File: src/rtl/pwm_pkg.sv
// Shared constants and decoder state type for the PWM generator/decoder pair.
// Both ends of the loopback link take their defaults from here.
package pwm_pkg;

  localparam int PWM_SAMPLE_W = 8;
  localparam int PWM_PERIOD   = 256;
  localparam int PWM_TOL      = 4;

  typedef enum logic [1:0] {
    SEARCH  = 2'd0,
    MEASURE = 2'd1,
    FLAT    = 2'd2
  } pwm_dec_state_t;

endpackage

File: src/rtl/pwm_in_sync.sv
// Two-flop synchronizer for an asynchronous pin, with rising-edge detect on
// the synchronized level. Shared with the UART RX path.
module pwm_in_sync (
  input  logic clk,
  input  logic rst_n,
  input  logic pin,
  output logic s,
  output logic rise
);

  logic meta_r;
  logic sync_r;
  logic sync_d_r;

  // metastability stages plus one cycle of history for the edge detector
  always_ff @(posedge clk) begin
    if (!rst_n) begin
      meta_r   <= 1'b0;
      sync_r   <= 1'b0;
      sync_d_r <= 1'b0;
    end else begin
      meta_r   <= pin;
      sync_r   <= meta_r;
      sync_d_r <= sync_r;
    end
  end

  assign s    = sync_r;
  assign rise = sync_r & ~sync_d_r;

endmodule

File: src/rtl/pwm_sample_decoder.sv
// Recovers the per-period duty value of a PWM input as a saturated sample,
// with period tolerance checking and a flat-level (0%/100%) fallback.
module pwm_sample_decoder
  import pwm_pkg::*;
#(
  parameter int SAMPLE_W = PWM_SAMPLE_W,
  parameter int PERIOD   = PWM_PERIOD,
  parameter int TOL      = PWM_TOL
) (
  input  logic                clk,
  input  logic                rst_n,
  input  logic                ena,
  input  logic                pwm_in,
  output logic [SAMPLE_W-1:0] sample,
  output logic                sample_valid,
  output logic                locked,
  output logic                err_period
);

  localparam int CNT_W = $clog2(PERIOD + TOL + 2);

  localparam logic [CNT_W-1:0]    CNT_ZERO   = {CNT_W{1'b0}};
  localparam logic [CNT_W-1:0]    CNT_ONE    = CNT_W'(1);
  localparam logic [CNT_W-1:0]    PER_NOM    = CNT_W'(PERIOD);
  localparam logic [CNT_W-1:0]    PER_MIN    = CNT_W'(PERIOD - TOL);
  localparam logic [CNT_W-1:0]    PER_MAX    = CNT_W'(PERIOD + TOL);
  localparam logic [CNT_W-1:0]    PER_TMO    = CNT_W'(PERIOD + TOL + 1);
  localparam logic [SAMPLE_W-1:0] SAMPLE_MAX = {SAMPLE_W{1'b1}};
  localparam logic [SAMPLE_W-1:0] SAMPLE_MIN = {SAMPLE_W{1'b0}};
  localparam logic [CNT_W-1:0]    SAT_LIMIT  = {{(CNT_W-SAMPLE_W){1'b0}}, SAMPLE_MAX};

  logic s_s;
  logic rise_s;

  pwm_in_sync u_sync (
    .clk  (clk),
    .rst_n(rst_n),
    .pin  (pwm_in),
    .s    (s_s),
    .rise (rise_s)
  );

  pwm_dec_state_t      state_r,  state_nx_s;
  logic [CNT_W-1:0]    per_cnt_r, per_cnt_nx_s;
  logic [CNT_W-1:0]    hi_cnt_r,  hi_cnt_nx_s;
  logic [SAMPLE_W-1:0] sample_r,  sample_nx_s;
  logic                valid_r,   valid_nx_s;
  logic                locked_r,  locked_nx_s;
  logic                err_r,     err_nx_s;
  logic                period_ok_s;
  logic [SAMPLE_W-1:0] sat_hi_s;

  // period acceptance window and saturated high-time for the current measurement
  always_comb begin
    period_ok_s = (per_cnt_r >= PER_MIN) && (per_cnt_r <= PER_MAX);
    if (hi_cnt_r > SAT_LIMIT) begin
      sat_hi_s = SAMPLE_MAX;
    end else begin
      sat_hi_s = hi_cnt_r[SAMPLE_W-1:0];
    end
  end

  // next-state, counter and output decisions; a rise always beats the timeout
  always_comb begin
    state_nx_s   = state_r;
    per_cnt_nx_s = per_cnt_r;
    hi_cnt_nx_s  = hi_cnt_r;
    sample_nx_s  = sample_r;
    valid_nx_s   = 1'b0;
    err_nx_s     = 1'b0;
    locked_nx_s  = locked_r;
    if (!ena) begin
      state_nx_s   = SEARCH;
      per_cnt_nx_s = CNT_ZERO;
      hi_cnt_nx_s  = CNT_ZERO;
      locked_nx_s  = 1'b0;
    end else begin
      case (state_r)
        SEARCH: begin
          if (rise_s) begin
            state_nx_s   = MEASURE;
            per_cnt_nx_s = CNT_ONE;
            hi_cnt_nx_s  = CNT_ONE;
          end else begin
            per_cnt_nx_s = CNT_ZERO;
            hi_cnt_nx_s  = CNT_ZERO;
          end
        end
        MEASURE: begin
          if (rise_s) begin
            per_cnt_nx_s = CNT_ONE;
            hi_cnt_nx_s  = CNT_ONE;
            if (period_ok_s) begin
              sample_nx_s = sat_hi_s;
              valid_nx_s  = 1'b1;
              locked_nx_s = 1'b1;
            end else begin
              err_nx_s    = 1'b1;
              locked_nx_s = 1'b0;
            end
          end else if (per_cnt_r == PER_TMO) begin
            // no edge for too long: the input is parked at a rail
            state_nx_s   = FLAT;
            per_cnt_nx_s = CNT_ONE;
            hi_cnt_nx_s  = CNT_ZERO;
            sample_nx_s  = s_s ? SAMPLE_MAX : SAMPLE_MIN;
            valid_nx_s   = 1'b1;
          end else begin
            per_cnt_nx_s = per_cnt_r + CNT_ONE;
            hi_cnt_nx_s  = hi_cnt_r + {{(CNT_W-1){1'b0}}, s_s};
          end
        end
        FLAT: begin
          if (rise_s) begin
            state_nx_s   = MEASURE;
            per_cnt_nx_s = CNT_ONE;
            hi_cnt_nx_s  = CNT_ONE;
          end else if (per_cnt_r == PER_NOM) begin
            per_cnt_nx_s = CNT_ONE;
            valid_nx_s   = 1'b1;
          end else begin
            per_cnt_nx_s = per_cnt_r + CNT_ONE;
          end
        end
        default: begin
          state_nx_s   = SEARCH;
          per_cnt_nx_s = CNT_ZERO;
          hi_cnt_nx_s  = CNT_ZERO;
          locked_nx_s  = 1'b0;
        end
      endcase
    end
  end

  // state, counters and registered outputs
  always_ff @(posedge clk) begin
    if (!rst_n) begin
      state_r   <= SEARCH;
      per_cnt_r <= CNT_ZERO;
      hi_cnt_r  <= CNT_ZERO;
      sample_r  <= SAMPLE_MIN;
      valid_r   <= 1'b0;
      locked_r  <= 1'b0;
      err_r     <= 1'b0;
    end else begin
      state_r   <= state_nx_s;
      per_cnt_r <= per_cnt_nx_s;
      hi_cnt_r  <= hi_cnt_nx_s;
      sample_r  <= sample_nx_s;
      valid_r   <= valid_nx_s;
      locked_r  <= locked_nx_s;
      err_r     <= err_nx_s;
    end
  end

  assign sample       = sample_r;
  assign sample_valid = valid_r;
  assign locked       = locked_r;
  assign err_period   = err_r;

endmodule

File: config.mk
export PLATFORM = sky130hd
export DESIGN_NAME = pwm_sample_decoder
export DESIGN_NICKNAME = d
export VERILOG_FILES = /design/src/rtl/pwm_pkg.sv /design/src/rtl/pwm_in_sync.sv /design/src/rtl/pwm_sample_decoder.sv
export SDC_FILE = /design/constraint.sdc
export NUM_CORES = 1
export LEC_CHECK = 0
export CAP_MARGIN = 10
export CORE_UTILIZATION = 25
export DETAILED_ROUTE_END_ITERATION = 10
export PLACE_DENSITY = 0.5
export SYNTH_ARGS = -nofsm -noshare
export SYNTH_HDL_FRONTEND = slang
export SYNTH_SLANG_ARGS = --single-unit
File: constraint.sdc
create_clock -name clk -period 4.5 [get_ports clk]
set_input_delay 1.125 -clock clk [delete_from_list [all_inputs] [get_ports clk]]
set_output_delay 1.125 -clock clk [all_outputs]
set_load 0.01 [all_outputs]
==> results.txt <==
----------------------------------------------------
[Power and ir drop]
  Share of total power in combinational logic ... 0.035
  Total power after layout ... 0.6719 mW
  Proportion of power drawn by the clock network ... 0.512
  Proportion of power drawn by flip-flops and latches ... 0.453
  Net switching power of the design ... 0.1390 mW
  Leakage component of the power ... 0.6703 nW
  Highest ir drop seen on vdd ... 0.0001080 V
  Pwr per Cell Area ... 314.4 nW/um2
  Internal Power ... 0.5329 mW
  Fraction of power spent switching nets ... 0.2068

[Critical path]
  Critical path, cell by cell ... clkdlybuf4s50_1, and2_1, nor4b_1, a21oi_1, o32ai_1
  Delay of the slowest cell on the worst path ... 0.56 ns
  Critical path arrival ... 2.75 ns
  Endpoint of the most critical register-to-register path ... hi_cnt_r[6]$_SDFFE_PN0P_
  Worst reg2reg setup slack ... 2.19 ns
  Capturing element of the worst setup path ... sample[6]$_SDFFE_PN0P_
  Setup CP Type ... input pin to flop
  Max FO, Critical Path ... 8
  Standard cell with the maximum stage delay on the critical path ... a21oi_1
  Required @ worst endpoint ... 4.64 ns
  Length in cells of the worst reg-to-reg path ... 4
  Crit start category ... input pin
  CP Capture Type ... flop
  Worst Setup SP ... rst_n
  Launch instance of the worst register-to-register path ... per_cnt_r[4]$_SDFF_PN0_

[Timing]
  Ratio of final minimum period to clock period ... 0.5803
  Max Clock Freq ... 382.9 MHz
  Post-route setup TNS ... 0 ns
  Shortest clock period the worst path allows after layout ... 2.611 ns
  Final hold vios ... 0
  Worst-margin pin slew ... 0.6925 ns
  Number of max-slew violations in the final report ... 0
  Worst-case headroom to the max-slew limit ... 0.5383
  Endpoints failing setup ... 0
  Unrepaired setup endpoints after global routing ... no
  Clock tree skew after final layout ... 0.004586 ns

[Layout]
  Area of all sequential standard cells ... 680.7 um2
  Layout Area Growth over Synthesis ... 20.88%
  Final core occ ... 0.3145
  Number of nets in the layout ... 235
  Count of inserted antenna diode cells ... 0
  Multi-input gate area ... 979.7 um2
  Layout filler cell count ... 730
  Fraction of layout cells with a size suffix above 1 ... 0.05430

[Placed design]
  PortBufs ... 14
  Routability-driven placement congestion ratio ... 0.7536
  Post-DP HPWL ... 2831 um

[Floorplan]
  I/O Pins ... 15
  Std-Cell Rows ... 30
  Core region area ... 6794 um2
  Die boundary height ... 86.10 um
  Die Width ... 86.10 um
  Starting Density ... 0.2602
  Die area ... 7412 um2

[Drt]
  Met1 Routed Length ... 1996 um
  Detailed-routed wire length on met2 ... 1884 um
  Routed via count ... 1526
  Final ANT Viol Nets ... 0
  Wire length on met3 ... 161 um
  Routed WL per cell ... 12.88 um
  Number of vias per cell after detailed routing ... 4.814
  Number of DRC markers after the initial detailed-route iteration ... 71
  Number of detailed-routing iterations run before antenna repair ... 4
  Highest layer used for signal routing ... met4
  Wire length reported by the detailed router ... 4082 um
  Number of remaining DRC errors ... 0

[Run status]
  Status ... finished clean

[Clocking]
  Setup repair bufs after CTS ... 0
  Clock-pin slew of the registers on the worst-case setup and hold paths ... 0.07 ns
  Buffer type at the clock tree root ... clkbuf_8
  Hold_buf cts ... 0
  Total CTS buffers ... 5
  Source-to-sink clock delay at the later pin of the worst-skew pair ... 0.29 ns
  H-tree Lvls ... 2
  Largest buffer count on any clock path ... 2
  Number of clock sinks ... 34
  CTS tree ... built
  Post-CTS sizing ... 0

[Synthesis]
  Total nets after synthesis ... 223
  Cell area after technology mapping ... 1768 um2
  Proportion of synthesized chip area in sequential cells ... 0.3850
  YS warnings ... 0
  Synth top area share ... 0.3850
  Cell taking the most area after synthesis ... dfxtp_1
  Number of distinct library cells after synthesis ... 45
  Synthesis-stage register bit count ... 34
  Most area-consuming cells after synthesis ... dfxtp_1 (38%), ha_1 (7.8%), nor2_1 (5.3%)
  Post-synthesis instance total ... 208
  Mean instance size in the synthesized netlist ... 8.500 um2

[Global routing]
  GR Util All Layers ... 0.1226
  Antenna violations before repair ... 0
  Via count of the first global-routing pass ... 1448
  Pin count of the biggest net entering global routing ... 19
  Aggregate global routing overflow ... 0
  First-pass GRT wire length ... 7169 um

[Flow run]
  # Max-Cap Violations ... 0

[Hold path]
  Worst hold path class ... flop to flop

----------------------------------------------------
==> sequential cells by signal (all words and copies together) (netlist names) <==
| register | cells |
|---|---|
| state_r | 2 |
| sample | 8 |
| u_sync.sync_d_r | 1 |
| hi_cnt_r | 9 |
| sample_valid | 1 |
| per_cnt_r | 9 |
| err_period | 1 |
| u_sync.s | 1 |
| u_sync.meta_r | 1 |
| locked | 1 |
==> power groups by stage <==
stage | Clock (mW) | Combinational [mW] | Sequential, mW
after CTS | 0.354 | 0.0239 | 0.304
after global routing | 0.365 | 0.0269 | 0.304
after global placement | 0 | 0.0236 | 0.311
after floorplan | 0 | 0.0149 | 0.311
after detailed placement | 0 | 0.0238 | 0.311
final | 0.344 | 0.0238 | 0.304
==> synth_stat cells (all sizes together) <==
cell type,count
o211ai,3
nor3,10
dfxtp,34
or3,2
a311o,1
nand2b,3
and4,1
a211oi,1
a21oi,6
o21ai,3
clkbuf,7
a311oi,1
nor4,2
ha,11
a2111oi,3
mux2i,1
nor2,25
nor2b,1
a21boi,1
o32ai,9
and3,3
or4,1
buf,4
xnor2,8
nor3b,1
o22ai,1
inv,17
o21a,1
nand2,8
nand3b,1
a31o,1
nor4b,1
and2,4
a21o,1
o41ai,1
nand4,6
o221ai,1
o2111ai,4
or2,2
a31oi,1
xor2,6
nand3,8
a211o,1
a22oi,1
==> cell families (layout without fill, tap and decap cells) <==
family | count (synthesis) | after routing | share of synthesized area
buffers and inverters | 28 | 41 | 0.06087
XOR/XNOR | 14 | 14 | 0.06936
AND/OR/NAND/NOR | 79 | 79 | 0.2251
AO/OA/AOI/OAI | 41 | 41 | 0.1762
flip-flops | 34 | 34 | 0.3850
adder cells (fa/ha/maj) | 11 | 11 | 0.07785
multiplexers | 1 | 1 | 0.005662
==> worst min path at each step <==
| stage | from | to | slack (ns) | cells past startpoint |
|---|---|---|---|---|
| after CTS | u_sync.meta_r$_SDFF_PN0_ | u_sync.s$_SDFF_PN0_ | 0.45 | 1 |
| after detailed placement | u_sync.meta_r$_SDFF_PN0_ | u_sync.s$_SDFF_PN0_ | 0.43 | 1 |
| after global routing | u_sync.meta_r$_SDFF_PN0_ | u_sync.s$_SDFF_PN0_ | 0.47 | 1 |
| after global placement | u_sync.meta_r$_SDFF_PN0_ | u_sync.s$_SDFF_PN0_ | 0.42 | 1 |
| after floorplan | u_sync.meta_r$_SDFF_PN0_ | u_sync.s$_SDFF_PN0_ | 0.41 | 1 |
| final | u_sync.meta_r$_SDFF_PN0_ | u_sync.s$_SDFF_PN0_ | 0.45 | 1 |
==> metrics by stage <==
step           instances  hold slack [ns]  setup WS, ns  instance area (um2)
2_1_floorplan        208           0.4118         2.263                 1768
3_3_place_gp         309           0.4173         1.606                 1999
3_5_place_dp         309           0.4275         1.582                 1999
4_1_cts              317           0.4489         1.897                 2137
5_1_grt              317           0.4697         1.709                 2137
6_report             317           0.4465         1.889                 2137
==> cells in the final DEF, fill, tap and decap left out, drive strengths merged, types with 2 or more instances in the layout <==
master	count
nor4	2
clkbuf	5
dfxtp	34
nand2b	3
a21oi	6
nor3	10
bufinv	2
o211ai	3
xnor2	8
nand3	8
o21ai	3
o32ai	9
or3	2
nand4	6
buf	2
and2	4
or2	2
and3	3
xor2	6
inv	17
ha	11
a2111oi	3
o2111ai	4
clkdlybuf4s50	14
nor2	25
nand2	8
==> final cells by class <==
| class | count | share of cell area |
|---|---|---|
| multi-input cells | 146 | 0.4584 |
| clock inverters | 3 | 0.03220 |
| clock buffers | 5 | 0.03220 |
| flip-flops and latches | 34 | 0.3185 |
| repair buffers | 16 | 0.07260 |
| inverters | 17 | 0.02986 |
| well taps | 96 | 0.05621 |
==> worst max-delay path, delay by kind of cell <==
kind                   cells  cell delay [ns]
AO/OA/AOI/OAI              2             0.76
buffers and inverters      1             0.51
AND/OR/NAND/NOR            2             0.36
==> per-layer routing <==
| layer | track usage | vias up |
|---|---|---|
| met5 | 0 | - |
| met4 | 0.03636 | 0 |
| met3 | 0.03850 | 6 |
| met2 | 0.1883 | 28 |
| met1 | 0.1641 | 722 |
| li1 | - | 770 |
No activity file was read; power rests on OpenSTA's default activity.
==> variant 1: new RTL, same flow settings <==
Register the output `sample` once more, cleared by the reset; this adds one clock of latency there. The other outputs are not delayed to match.
--- a/src/rtl/pwm_sample_decoder.sv
+++ b/src/rtl/pwm_sample_decoder.sv
@@ -154,5 +154,11 @@
   end
 
-  assign sample       = sample_r;
+  always_ff @(posedge clk) begin
+    if (!rst_n) begin
+      sample <= '0;
+    end else begin
+      sample <= sample_r;
+    end
+  end
   assign sample_valid = valid_r;
   assign locked       = locked_r;
Function: same outputs for any inputs over 10 cycles, from zero or initial values and one cycle with rst_n low; that may be too few to reach the edited logic, so the function may still have changed.
==> variant 1 against the unedited design <==
- critical path depth is the same
- final area grew 9.4%
- register-to-register slack gained 0.20 ns
- sequential power grew 23%
- critical path type unchanged
- worst hold slack lost 0.010 ns
- total power shrank 4.8%
- area after synthesis grew 15%
- via count grew 6.6%
- clock power shrank 29%
- clock skew grew 0.013 ns
- highest routed layer unchanged
- worst setup slack lost 0.39 ns
- sequential share of layout area grew 4.1 points
- routed wire length grew 7.2%
- sequential cell count grew 8
==> variant 1: results (changes against the unedited design) <==
routing:
  wl_per_cell_um: 12.86  # about the same
  routed.top_layer: "met4"
  met3WireLength_um: 169  # +5.0%
  drt-vias-per-instance: 4.785  # -0.59%
  drtPass1Iterations: 4  # unchanged
  wl_met1_um: 2204  # +10%
  drt_first_iter_violations: 90  # +27%
  route.met2.wl_um: 1976  # +4.9%
final_layout:
  drive_gt1_share_pct: 5.042  # -0.39 points
  top_regs: "hi_cnt_r x9, per_cnt_r x9"
  finalNetCount: 252  # +7.2%
  fill_cells: 840  # +15%
  diodes: 0  # unchanged
global_route:
  grt_pass1_vias: 1549  # +7.0%
  grt_antenna_before_repair: 0  # unchanged
  grt_pass1_wl_um: 7596  # +6.0%
  grt_max_degree: 15  # -4
  track_usage_pct: 11.31  # -0.95 points
  grt.overflow.total: 0  # unchanged
placement:
  dp_hpwl_um: 3094  # +9.3%
  gp_congestion: 0.7953  # +5.5%
  dp_slack_ns: 1.216  # -0.3664 ns
  port_buffers: 14  # unchanged
synthesis:
  synth_fp_nets: 242  # +8.5%
  synth_cell_types: 49  # +8.9%
  synth.area.top_cells: "dfxtp_1 (41%), ha_1 (6.8%), mux2i_1 (3.9%), nand2_1 (3.3%), xor2_1 (3.0%)"
  synthTopCellsByCount: "dfxtp_1 (42), nand2_1 (18), inv_1 (16)"
  synthArstFlopShare_pct: 0  # unchanged
  yosys_warnings: 0  # unchanged
  synth-seq-area-share_pct: 41.28  # +2.8 points
cts:
  post-cts-setup-buffer-count: 0  # unchanged
  cts-resized-gates: 0  # unchanged
  clk_pin_slew_ns: 0.08
  htreeDepth: 2  # unchanged
  clock_latency_ns: 0.30
  cts_buffers: 5  # unchanged
  clock-root-buffer: "clkbuf_8"
  clockBufferDepth: 2  # unchanged
critical_path:
  cp.arrival_ns: 3.23  # +0.48 ns
  cp_max_fo: 14  # +6
timing:
  final_hold_viol_count: 0  # unchanged
  fin_skew_ns: 0.01806  # +0.01348 ns
  slew_headroom_pct: 63.31  # +9.5 points
power:
  ir_drop_uv: 93.18  # -14%
  total_leakage_power_nw: 0.9201  # +37%
status:
  status: "complete, no violations"
min_path:
  hold_path_class: "flop to flop"
## variant 1: logic make-up (layout without fill, tap and decap cells)
family                     Yosys count  count (layout)  synth area share, %
and+or+nand+nor                     84              84                23.65
AOI/OAI and AO/OA                   44              44                14.37
DFF                                 42              42                41.28
buffers and inverters               28              39                5.712
adders and majority gates           11              11                6.757
xor gates and xnor gates            10              10                4.300
muxes                                8               8                3.931
## variant 1: through the flow
stage	area (µm²)	cells	hold slack (ns)
6_report	2338	340	0.4363
5_1_grt	2338	340	0.4657
4_1_cts	2338	340	0.4425
3_5_place_dp	2252	332	0.4219
3_3_place_gp	2252	332	0.4149
2_1_floorplan	2037	227	0.4038
## variant 1: critical path, cell delays in order
cell	delay [ns]
clkdlybuf4s50_1	0.82
nand3b_1	0.29
nor4_4	0.46
or3b_1	0.38
a31oi_1	0.15
## variant 1: final cells by class
cell class | instances | share of cell area, %
Multi-Input combinational cell | 157 | 46.17
Timing Repair Buffer | 14 | 5.992
Inverter | 17 | 2.729
Sequential cell | 42 | 35.96
Clock inverter | 2 | 0.5886
Clock buffer | 6 | 3.103
Tap cell | 102 | 5.457
## variant 1: worst paths after layout
| check | start | to | slack, ns | depth (start not counted) |
|---|---|---|---|---|
| setup reg to reg | state_r[1] | hi_cnt_r[7] | 2.39 | 6 |
| setup / recovery | rst_n | hi_cnt_r[7] | 1.50 | 5 |
| hold reg to reg | sample_r[3] | sample[3] | 0.44 | 2 |
| hold / removal | sample_r[3] | sample[3] | 0.44 | 2 |
## variant 1: power breakdown
group	total [mW]	internal [mW]	switching [mW]
Sequential	0.375	0.373	0.00175
Combinational	0.0210	0.00716	0.0139
Clock	0.244	0.110	0.135
## variant 1: metal layers
layer  track usage (%)  up-vias
li1                  -      828
met1             15.43      773
met2             16.73       24
met3             2.736        2
met4             5.078        0
met5                 0        -
==> variant 2: new RTL, same flow settings <==
Without the edit above. Change the package constant `PWM_PERIOD` from 256 to 512.
--- a/src/rtl/pwm_pkg.sv
+++ b/src/rtl/pwm_pkg.sv
@@ -4,5 +4,5 @@
 
   localparam int PWM_SAMPLE_W = 8;
-  localparam int PWM_PERIOD   = 256;
+  localparam int PWM_PERIOD   = 512;
   localparam int PWM_TOL      = 4;
 
Check against the original RTL: same outputs for any inputs over 10 cycles, from zero or initial values and one cycle with rst_n low; that may be too few to reach the edited logic, so the function may still have changed.
==> variant 2 against the unedited design <==
- final area grew 1.6%
- first-iteration DRC count rose by 52%
- sequential cell count increased by 2
- core utilization shrank 0.36 points
- total power down 6.2%
- clock power is 16% lower
- area after synthesis is 4.5% higher
- synthesized cell count is 1.9% higher
- via count is 0.66% higher
- routed wire length rose by 0.91%
- worst setup slack improved by 0.25 ns
- largest cell class unchanged
- highest routed layer unchanged
==> variant 2: results (changes against the unedited design) <==
status:
  status: "complete, no violations"
power:
  pwr-share-comb_pct: 3.3  # -0.2 points
  clock_power_share_pct: 45.7  # -5.5 points
  ir_drop_uv: 97.67  # -9.6%
  p_sw_uw: 139.0  # about the same
  total_leakage_power_nw: 0.6345  # -5.3%
routing:
  met3WireLength_um: 102  # -37%
  drt_first_iter_violations: 108  # +52%
  drt-vias-per-instance: 4.815  # about the same
  wl_met1_um: 2153  # +7.9%
  wl_per_cell_um: 12.91  # +0.27%
  route.met2.wl_um: 1821  # -3.3%
final_layout:
  multiInputGateArea_um2: 1022  # +4.3%
  post-route-util_pct: 31.09  # -0.36 points
  inverters: 15  # -2
  layoutNonFillerInstCount: 319  # +0.63%
  drive_gt1_share_pct: 6.278  # +0.85 points
  buffers: 14  # -2
  clockNetworkAreaShare_pct: 5.130  # -1.3 points
  seq_cell_count: 36  # +5.9%
  diodes: 0  # unchanged
  fill_cells: 773  # +5.9%
  final-seq-area_um2: 720.7  # +5.9%
  buf_share_pct: 6.455  # -0.80 points
placement:
  gp_congestion: 0.7756  # +2.9%
  placed_area_um2: 2059  # +3.0%
  dp_slack_ns: 1.809  # +0.2270 ns
  dp_hpwl_um: 2920  # +3.2%
synthesis:
  synthTopCellsByCount: "dfxtp_1 (36), nor2_1 (20), inv_1 (15)"
  syn-instance-count: 212  # +1.9%
  synth_cell_types: 42  # -6.7%
  synth.area.top_cells: "dfxtp_1 (39%), ha_1 (6.1%), xnor2_1 (5.7%), nor2_1 (4.1%), o21ai_0 (3.8%)"
  synth-seq-area-share_pct: 39.00  # +0.50 points
  synth_fp_nets: 225  # +0.90%
timing:
  fin_hold_ws_ns: 0.4393  # -0.007173 ns
  fin_skew_ns: 0.005195  # +0.0006088 ns
critical_path:
  rr_endpoint: "sample[2]"
  r2r_cells: 6  # +2
  cp_max_fo: 9  # +1
  r2r-start: "state_r[1]"
  cp.arrival_ns: 2.59  # -0.16 ns
  crit_slowest_cell: "a2111o_1"
global_route:
  grt_max_degree: 21  # +2
  track_usage_pct: 11.79  # -0.47 points
  grt_pass1_vias: 1417  # -2.1%
cts:
  htreeDepth: 2  # unchanged
min_path:
  hp-start: "u_sync.meta_r"
[variant 2: how the worst max path moves through the flow]
stage          slack (ns)           end  cells after the start        from
2_1_floorplan        2.57     sample[0]                      3         ena
3_3_place_gp         1.86  per_cnt_r[8]                      4       rst_n
3_5_place_dp         1.81  per_cnt_r[6]                      4       rst_n
4_1_cts              2.11  per_cnt_r[6]                      4       rst_n
5_1_grt              1.96     sample[0]                      6  state_r[1]
6_report             2.13  per_cnt_r[9]                      4       rst_n
[variant 2: cell families (layout without fill, tap and decap cells)]
logic type                 Yosys count  after routing  synth area share [%]
adders and majority gates            9              9                 6.094
buffers and inverters               26             37                 5.687
and+or+nand+nor                     75             75                 20.79
xor gates and xnor gates            15             15                 7.109
AOI/OAI and AO/OA                   51             51                 21.33
DFF                                 36             36                 39.00
[variant 2: routing by layer]
layer,global-route usage [%],up-vias
met5,0,-
met4,4.918,0
met3,2.545,2
met2,17.83,16
met1,16.18,738
li1,-,780
